[src/rtl/cpu_pkg.sv]
// Shared CPU definitions: datapath widths, opcode field positions and the
// fetch-stage state encoding.
package cpu_pkg;

  localparam int unsigned DEFAULT_PC_W = 32;
  localparam int unsigned INSTR_W      = 16;
  localparam int unsigned BUNDLE_W     = 32;

  // Opcode fields, as bit positions within a 16-bit instruction
  localparam int unsigned OPC1_MSB = 15;
  localparam int unsigned OPC1_LSB = 9;
  localparam int unsigned OPC1_W   = OPC1_MSB - OPC1_LSB + 1;
  localparam int unsigned OPC2_MSB = 15;
  localparam int unsigned OPC2_LSB = 11;
  localparam int unsigned OPC2_W   = OPC2_MSB - OPC2_LSB + 1;

  localparam logic [OPC1_W-1:0] NOP_OPC1 = '0;
  localparam logic [OPC2_W-1:0] NOP_OPC2 = '0;

  typedef enum logic [1:0] {
    ST_IDLE,
    ST_FETCH,
    ST_FULL
  } fetch_state_e;

endpackage

[src/rtl/fetch_skid_buf.sv]
// One-entry skid buffer holding a fetched bundle and its PC while the
// IF/ID register is stalled.
module fetch_skid_buf
  import cpu_pkg::*;
#(
  parameter int unsigned PC_W = DEFAULT_PC_W
) (
  input  logic                clk,
  input  logic                rst,
  input  logic                load,
  input  logic                drain,
  input  logic                clear,
  input  logic [PC_W-1:0]     in_pc,
  input  logic [BUNDLE_W-1:0] in_bundle,
  output logic                valid,
  output logic [PC_W-1:0]     pc,
  output logic [BUNDLE_W-1:0] bundle
);

  logic                valid_q, valid_d;
  logic [PC_W-1:0]     pc_q, pc_d;
  logic [BUNDLE_W-1:0] bundle_q, bundle_d;

  // Clear and drain both win over load: the entry is being discarded or consumed.
  always_comb begin
    valid_d  = valid_q;
    pc_d     = pc_q;
    bundle_d = bundle_q;
    if (clear || drain) begin
      valid_d = 1'b0;
    end else if (load) begin
      valid_d  = 1'b1;
      pc_d     = in_pc;
      bundle_d = in_bundle;
    end
  end

  always_ff @(posedge clk or posedge rst) begin
    if (rst) begin
      valid_q  <= 1'b0;
      pc_q     <= '0;
      bundle_q <= '0;
    end else begin
      valid_q  <= valid_d;
      pc_q     <= pc_d;
      bundle_q <= bundle_d;
    end
  end

  assign valid  = valid_q;
  assign pc     = pc_q;
  assign bundle = bundle_q;

endmodule

[src/rtl/fetch_stage.sv]
// Dual-issue fetch unit and IF/ID register: handles memory wait states,
// hazard stalls via a skid buffer, redirects and the exception vector.
module fetch_stage
  import cpu_pkg::*;
#(
  parameter int unsigned     PC_W       = DEFAULT_PC_W,
  parameter logic [PC_W-1:0] RESET_PC   = '0,
  parameter logic [PC_W-1:0] EXC_VECTOR = PC_W'(32'h0000_0040)
) (
  input  logic                clk,
  input  logic                reset,
  output logic                imem_req,
  output logic [PC_W-1:0]     imem_addr,
  input  logic [BUNDLE_W-1:0] imem_data,
  input  logic                imem_valid,
  input  logic                stall,
  input  logic                redirect_valid,
  input  logic [PC_W-1:0]     redirect_pc,
  input  logic                exc_valid,
  input  logic [PC_W-1:0]     exc_pc,
  output logic                ifid_valid,
  output logic [PC_W-1:0]     ifid_pc,
  output logic [INSTR_W-1:0]  ifid_instr1,
  output logic [INSTR_W-1:0]  ifid_instr2,
  output logic [OPC1_W-1:0]   opcode1,
  output logic [OPC2_W-1:0]   opcode2,
  output logic [PC_W-1:0]     epc
);

  fetch_state_e        state_q, state_d;
  logic [PC_W-1:0]     pc_q, pc_d;
  logic [PC_W-1:0]     epc_q, epc_d;
  logic                ifid_valid_q, ifid_valid_d;
  logic [PC_W-1:0]     ifid_pc_q, ifid_pc_d;
  logic [BUNDLE_W-1:0] ifid_bundle_q, ifid_bundle_d;

  logic                skid_load, skid_drain, skid_clear, skid_valid;
  logic [PC_W-1:0]     skid_pc;
  logic [BUNDLE_W-1:0] skid_bundle;
  logic [PC_W-1:0]     pc_next;

  assign pc_next = pc_q + PC_W'(4);

  fetch_skid_buf #(.PC_W(PC_W)) u_skid (
    .clk       (clk),
    .rst       (reset),
    .load      (skid_load),
    .drain     (skid_drain),
    .clear     (skid_clear),
    .in_pc     (pc_q),
    .in_bundle (imem_data),
    .valid     (skid_valid),
    .pc        (skid_pc),
    .bundle    (skid_bundle)
  );

  // NOTE: every signal written here gets a default first, so no path leaves it unassigned and no latch is inferred.
  always_comb begin
    state_d       = state_q;
    pc_d          = pc_q;
    epc_d         = epc_q;
    ifid_valid_d  = ifid_valid_q;
    ifid_pc_d     = ifid_pc_q;
    ifid_bundle_d = ifid_bundle_q;
    skid_load     = 1'b0;
    skid_drain    = 1'b0;
    skid_clear    = 1'b0;

    if (exc_valid || redirect_valid) begin
      pc_d         = exc_valid ? EXC_VECTOR : redirect_pc;
      epc_d        = exc_valid ? exc_pc : epc_q;
      ifid_valid_d = 1'b0;
      skid_clear   = 1'b1;
      state_d      = ST_FETCH;
    end else begin
      case (state_q)
        ST_IDLE: state_d = ST_FETCH;
        ST_FETCH: begin
          if (imem_valid && stall) begin
            skid_load = 1'b1;
            pc_d      = pc_next;
            state_d   = ST_FULL;
          end else if (imem_valid) begin
            ifid_valid_d  = 1'b1;
            ifid_pc_d     = pc_q;
            ifid_bundle_d = imem_data;
            pc_d          = pc_next;
          end else if (!stall) begin
            ifid_valid_d = 1'b0;
          end
        end
        ST_FULL: begin
          if (!stall) begin
            ifid_valid_d  = skid_valid;
            ifid_pc_d     = skid_pc;
            ifid_bundle_d = skid_bundle;
            skid_drain    = 1'b1;
            state_d       = ST_FETCH;
          end
        end
        default: state_d = ST_IDLE;
      endcase
    end
  end

  // NOTE: state updates use non-blocking assignments so every flop samples the pre-edge values.
  always_ff @(posedge clk or posedge reset) begin
    if (reset) begin
      state_q       <= ST_IDLE;
      pc_q          <= RESET_PC;
      // NOTE: IF/ID data and epc are reset too, so no stale bundle is ever visible after reset.
      epc_q         <= '0;
      ifid_valid_q  <= 1'b0;
      ifid_pc_q     <= '0;
      ifid_bundle_q <= '0;
    end else begin
      state_q       <= state_d;
      pc_q          <= pc_d;
      epc_q         <= epc_d;
      ifid_valid_q  <= ifid_valid_d;
      ifid_pc_q     <= ifid_pc_d;
      ifid_bundle_q <= ifid_bundle_d;
    end
  end

  assign imem_req    = (state_q == ST_FETCH);
  assign imem_addr   = pc_q;
  assign ifid_valid  = ifid_valid_q;
  assign ifid_pc     = ifid_pc_q;
  assign ifid_instr1 = ifid_bundle_q[BUNDLE_W-1:INSTR_W];
  assign ifid_instr2 = ifid_bundle_q[INSTR_W-1:0];
  assign epc         = epc_q;

  // Bubbles present NOP opcodes to the decoder.
  assign opcode1 = ifid_valid_q ? ifid_instr1[OPC1_MSB:OPC1_LSB] : NOP_OPC1;
  assign opcode2 = ifid_valid_q ? ifid_instr2[OPC2_MSB:OPC2_LSB] : NOP_OPC2;

endmodule
[config.mk]
export PLATFORM = sky130hd
export DESIGN_NAME = fetch_stage
export DESIGN_NICKNAME = d
export VERILOG_FILES = /design/src/rtl/cpu_pkg.sv /design/src/rtl/fetch_skid_buf.sv /design/src/rtl/fetch_stage.sv
export SDC_FILE = /design/constraint.sdc
export NUM_CORES = 1
export LEC_CHECK = 0
export CAP_MARGIN = 10
export CORE_MARGIN = 1
export CORE_UTILIZATION = 53
export CTS_BUF_LIST = sky130_fd_sc_hd__clkbuf_8 sky130_fd_sc_hd__clkbuf_16
export DETAILED_ROUTE_END_ITERATION = 16
export GPL_ROUTABILITY_DRIVEN = 0
export PLACE_DENSITY_LB_ADDON = 0.1
export SLEW_MARGIN = 20
export SYNTH_ARGS = -nofsm -noshare
export SYNTH_HDL_FRONTEND = slang
export SYNTH_HIERARCHICAL = 1
export SYNTH_SLANG_ARGS = --single-unit
[constraint.sdc]
create_clock -name clk -period 7.45 [get_ports clk]
set_input_delay 1.1175 -clock clk [delete_from_list [all_inputs] [get_ports clk]]
set_output_delay 1.1175 -clock clk [all_outputs]
set_load 0.02 [all_outputs]
-- Yosys cells after proc, flatten, opt, wreduce, memory -nomap -nowiden
Cells that the tools add are included.
- flip-flop bits (word level): 196
- bits in latches: 0
- bits in writable memories: 0
- ROM bits: 0
- output and inout port bits: 142
- word-level logic and storage cells: 70
- memories: 0
- add/subtract/negate cells: 1
- $mul: 0
- div/mod/pow operators: 0
- $lt $le $gt $ge: 0
- equality and inequality tests: 9
- shift operators: 0
- multiplexer cells: 34
- bitwise operators: 2
- reduce and logical (&&, ||, !) cells: 15
- operator list (kind ; count):
    2-to-1 mux 32 bit ; 11
    one-hot mux 32 bit (2 select lines) ; 2
    adder 32 x 3 -> 32 bit (second input constant) ; 1
    2-to-1 mux 1 bit ; 14
    AND reduction 2 bit ; 4
    2-to-1 mux 7 bit ; 1
    2-to-1 mux 2 bit ; 3
    != test 3 bit (second input constant) ; 2
    one-hot mux 2 bit (3 select lines) ; 1
    nonzero test 2 bit ; 3
    nonzero test 3 bit ; 2
    2-to-1 mux 5 bit ; 1
    AND reduction 5 bit ; 1
    != test 2 bit (second input constant) ; 2
    != test 4 x 3 -> 1 bit (second input constant) ; 1
    AND reduction 4 bit ; 1
    != test 3 x 1 -> 1 bit (second input constant) ; 1
    equality test 2 x 1 -> 1 bit (second input constant) ; 1
    equality test 2 bit (second input constant) ; 1
    zero test 2 bit ; 1
    logical OR 1 bit ; 2
    != test 2 x 1 -> 1 bit (second input constant) ; 1
    inverter 1 bit ; 2
    one-hot mux 1 bit (2 select lines) ; 1
    logical AND 1 bit ; 1

-- Depth between registers and ports, before layout
- word-level depth: 6
- mapped depth: 11

-- Cells and area by module
The synthesis kept the hierarchy.
- by module, submodules not included (module ; times used ; cells an instance ; area an instance (um2) ; sequential area each (um2)):
    fetch_stage ; 1 ; 622 ; 6482.5 ; 3278.1
    fetch_skid_buf ; 1 ; 140 ; 2728.9 ; 1626.6

-- Least setup slack after synthesis
OpenSTA, ideal clock, no wires.
- kind: input-to-reg
- from: in imem_valid
- to: reg u_skid.bundle_q[0] (netlist: u_skid/bundle[0])
- arrival time: 2.473 ns
- data required time: 7.325 ns
- slack: 4.852 ns
- stages: 8
- path buffers: 4
- path through: buf_4 > nand2_1 > buf_6 > nor3_1 > nor3b_2 > buf_6 > buf_12 > mux2_4
- word-level cells in the longest chain between the ends: 5
- RTL lines (element ; line ; text):
    start, declared ; fetch_stage.sv:15 ; input logic imem_valid,
    logical AND 1 bit ; fetch_stage.sv:79 ; if (imem_valid && stall) begin
    2-to-1 mux 1 bit ; fetch_stage.sv:79 ;
    2-to-1 mux 1 bit ; fetch_stage.sv:76 ; case (state_q)
    2-to-1 mux 1 bit ; fetch_stage.sv:69 ; if (exc_valid || redirect_valid) begin
    named net skid_load ; fetch_stage.sv:37 ; logic skid_load, skid_drain, skid_clear, skid_valid;
    AND reduction 2 bit (no line) ; - ;
    end signal, assigned ; fetch_skid_buf.sv:46 ; bundle_q <= bundle_d;
    end, declared ; fetch_skid_buf.sv:22 ; logic [BUNDLE_W-1:0] bundle_q, bundle_d;
The timed path passes the listed nets, and every way through them passes these cells.
A chain may end at the register's enable or synchronous reset.

-- Worst setup path in the final report
- from: in imem_valid
- to: reg u_skid.bundle_q[22] (netlist: u_skid/bundle[22])
Same word-level chain as after synthesis.

==> summary.txt <==
GRT Residual Overflow: 0
Cell Area, Synth: 9211 um^2
critical path class: in2reg
Detailed Route Iter0 Violations: 401
Synth Warn #: 6
Final period util: 53.74%
number of synthesized flops with an enable pin: 0
minimum clock period: 4.004 ns
final std cells w/o fill: 1216
DRC viols: 0
HPWL after detailed placement: 15180 um
n_diodes: 0
vias in the first global route: 6901
clk sinks: 196
clock buffer depth: 2
WP data required: 7.76 ns
final hold violations: 0
CTS Hold Buffers Added: 0
Final Skew: 0.009124 ns
WP data arrival: 4.32 ns
Logic pwr share: 23.6%
Via-to-Cell Ratio: 5.484
most frequent cell after synthesis: dfrtp_1
Net Switching: 876.8 uW
Final ANT Viol Nets: 0
CP max FO: 29
first-pass GRT wire length: 36330 um
cell taking the most area after synthesis: dfrtp_1
via count: 6668
largest net degree at the start of global routing: 91
die extent in x: 133.8 um
P_int: 2.190 mW
Least-Margin Pin Slew: 1.002 ns
syn_area_per_cell: 12.09 um^2
CTS tree: built
FFs w/ async S/R, synth: 100.0%
max-slew violation count: 0
setup ws final: 3.446 ns
min-delay worst type: reg2reg
syn nets: 869
fin area: 12290 um^2
utilization after layout: 73.34%
area grow syn2layout: 33.44%
core area: 16760 um^2
post_cts resized: 0
Post-synth top flop: dfrtp_1
Final TNS setup: 0 ns
post-CTS setup buffer count: 0
fillers: 1181
Post-synth top cells: 196 x dfrtp_1, 91 x nand2_1, 70 x mux2i_1
number of detailed-route iterations in the first pass: 5
Site Rows: 47
Reg clk slew, reported paths: 0.07 ns
sequential power share: 43.9%
Post-Place Setup Slack: 3.060 ns
routed len/inst: 18.35 um
Total Routed Length: 22320 um
Rel. slew slack: 33.12%
Initial Utilization: 54.96%
fraction of layout instances using a drive strength above 1: 15.26%
FMAX: 249.8 MHz
Switching Fraction: 28.59%
endpoint class of the critical path: register
total CTS buffers: 17
register area share after synthesis: 53.25%
max cap viols: 0
Placed Area: 11640 um^2
synthesized netlist cell count: 762
Worst-Skew Late Latency: 0.43 ns
die area: 17910 um^2
clk root buf: clkbuf_16
Crit path max-delay family: simple AND/OR/NAND/NOR gates
Final #Nets: 1090
synth top area cells: dfrtp_1 53%, mux2_4 9.8%, mux2i_1 7.6%
static leakage: 5.161 nW
crit-path cells: clkdlybuf4s50_1 > nand2_1 > nor3_1 > nor3b_4 > buf_4 > mux2_2
Clock power frac: 32.5%
Setup crit start kind: input port
max incr delay on CP: 0.87 ns
H-Tree Depth: 4
Power per Cell Area: 249.5 nW/um^2
hold_ws: 0.4798 ns
final setup fails: 0
Ports: 244
dpl cells: 1184
status: finished clean
Die Y: 133.8 um
top cell type's share of synthesized area: 53.25%
Total Routing Usage GR: 26.08%
FF+latch count, synth: 196
Netlist cell types: 54
reg2reg setup slack: 3.80 ns
initial antenna violation count: 0
port bufs: 243
unrepaired setup endpoints after global routing: no
Bufs and invs on worst path: 2
Pwr Total: 3.067 mW
Peak VDD IR: 172.0 uV
slowest library cell on the worst path: nor3b_4
routing by layer:
layer | GRT usage (%) | part of all wire (%) | vias to the layer above
met5 | 0 | 0 | -
li1 | - | - | 3119
met1 | 33.86 | 43 | 3272
met2 | 42.83 | 49 | 250
met4 | 8.018 | 1.3 | 0
met3 | 6.878 | 6.9 | 27
worst paths after layout:
kind / start / to / cells after the start
setup reg to reg: state_q[1] / u_skid/bundle[22] / 7
setup / recovery: imem_valid / u_skid/bundle[22] / 6
min in group asynchronous: reset / ifid_bundle_q[25] / 2
max in group asynchronous: reset / imem_addr[18] / 3
hold reg to reg: ifid_pc[15] / ifid_pc[15] / 2
hold / removal: ifid_pc[15] / ifid_pc[15] / 2
worst reg2reg max path, cell delays in order, from the launching register on:
cell	delay, ns
dfrtp_1	0.43
inv_1	0.13
ha_1	0.39
nand2_1	0.36
nor3_1	0.34
nor3b_4	0.87
buf_4	0.61
mux2_2	0.42
registers in the layout (all words and copies together), names as in the netlist:
name / cells
imem_addr: 32
epc: 32
state_q: 2
u_skid/valid: 1
u_skid/pc: 32
u_skid/bundle: 32
ifid_valid: 1
ifid_bundle_q: 32
ifid_pc: 32
cells in the final DEF, fill, tap and decap left out, drive strengths merged, types with 11 or more instances in the layout:
cell type,n
xnor2,12
nand2,91
clkbuf,18
dfrtp,196
inv,17
a211oi,11
o21ai,68
mux2,96
a21oi,15
clkdlybuf4s50,242
mux2i,70
nor3,11
and2,12
nor2,38
power by group through the flow:
stage	registers, mW	logic (mW)	clock network (mW)
final	1.35	0.725	0.997
after CTS	1.35	0.733	1.01
after floorplan	1.48	0.240	0
after global routing	1.37	0.777	1.05
after detailed placement	1.36	0.730	0
after global placement	1.36	0.710	0
area by class of cell:
cell class | count | area [um^2] | share of cell area, %
clock buffers | 18 | 439.2 | 3.573
well taps | 220 | 275.3 | 2.239
clock inverters | 14 | 202.7 | 1.649
flip-flops and latches | 196 | 4905 | 39.90
multi-input cells | 504 | 3910 | 31.81
repair buffers | 252 | 2510 | 20.42
inverters | 12 | 50.05 | 0.4072
cell families (layout without fill, tap and decap cells):
group                    after synthesis  count (layout)  synth area share, %
AO/OA/AOI/OAI                        110             110                6.968
flip-flops                           196             196                53.25
adder cells (fa/ha/maj)                5               5               0.6792
XOR/XNOR                              22              22                2.092
AND/OR/NAND/NOR                      201             201                10.72
buffers and inverters                 62             296                4.510
multiplexers                         166             166                21.79
No activity file was read; power rests on OpenSTA's default activity.
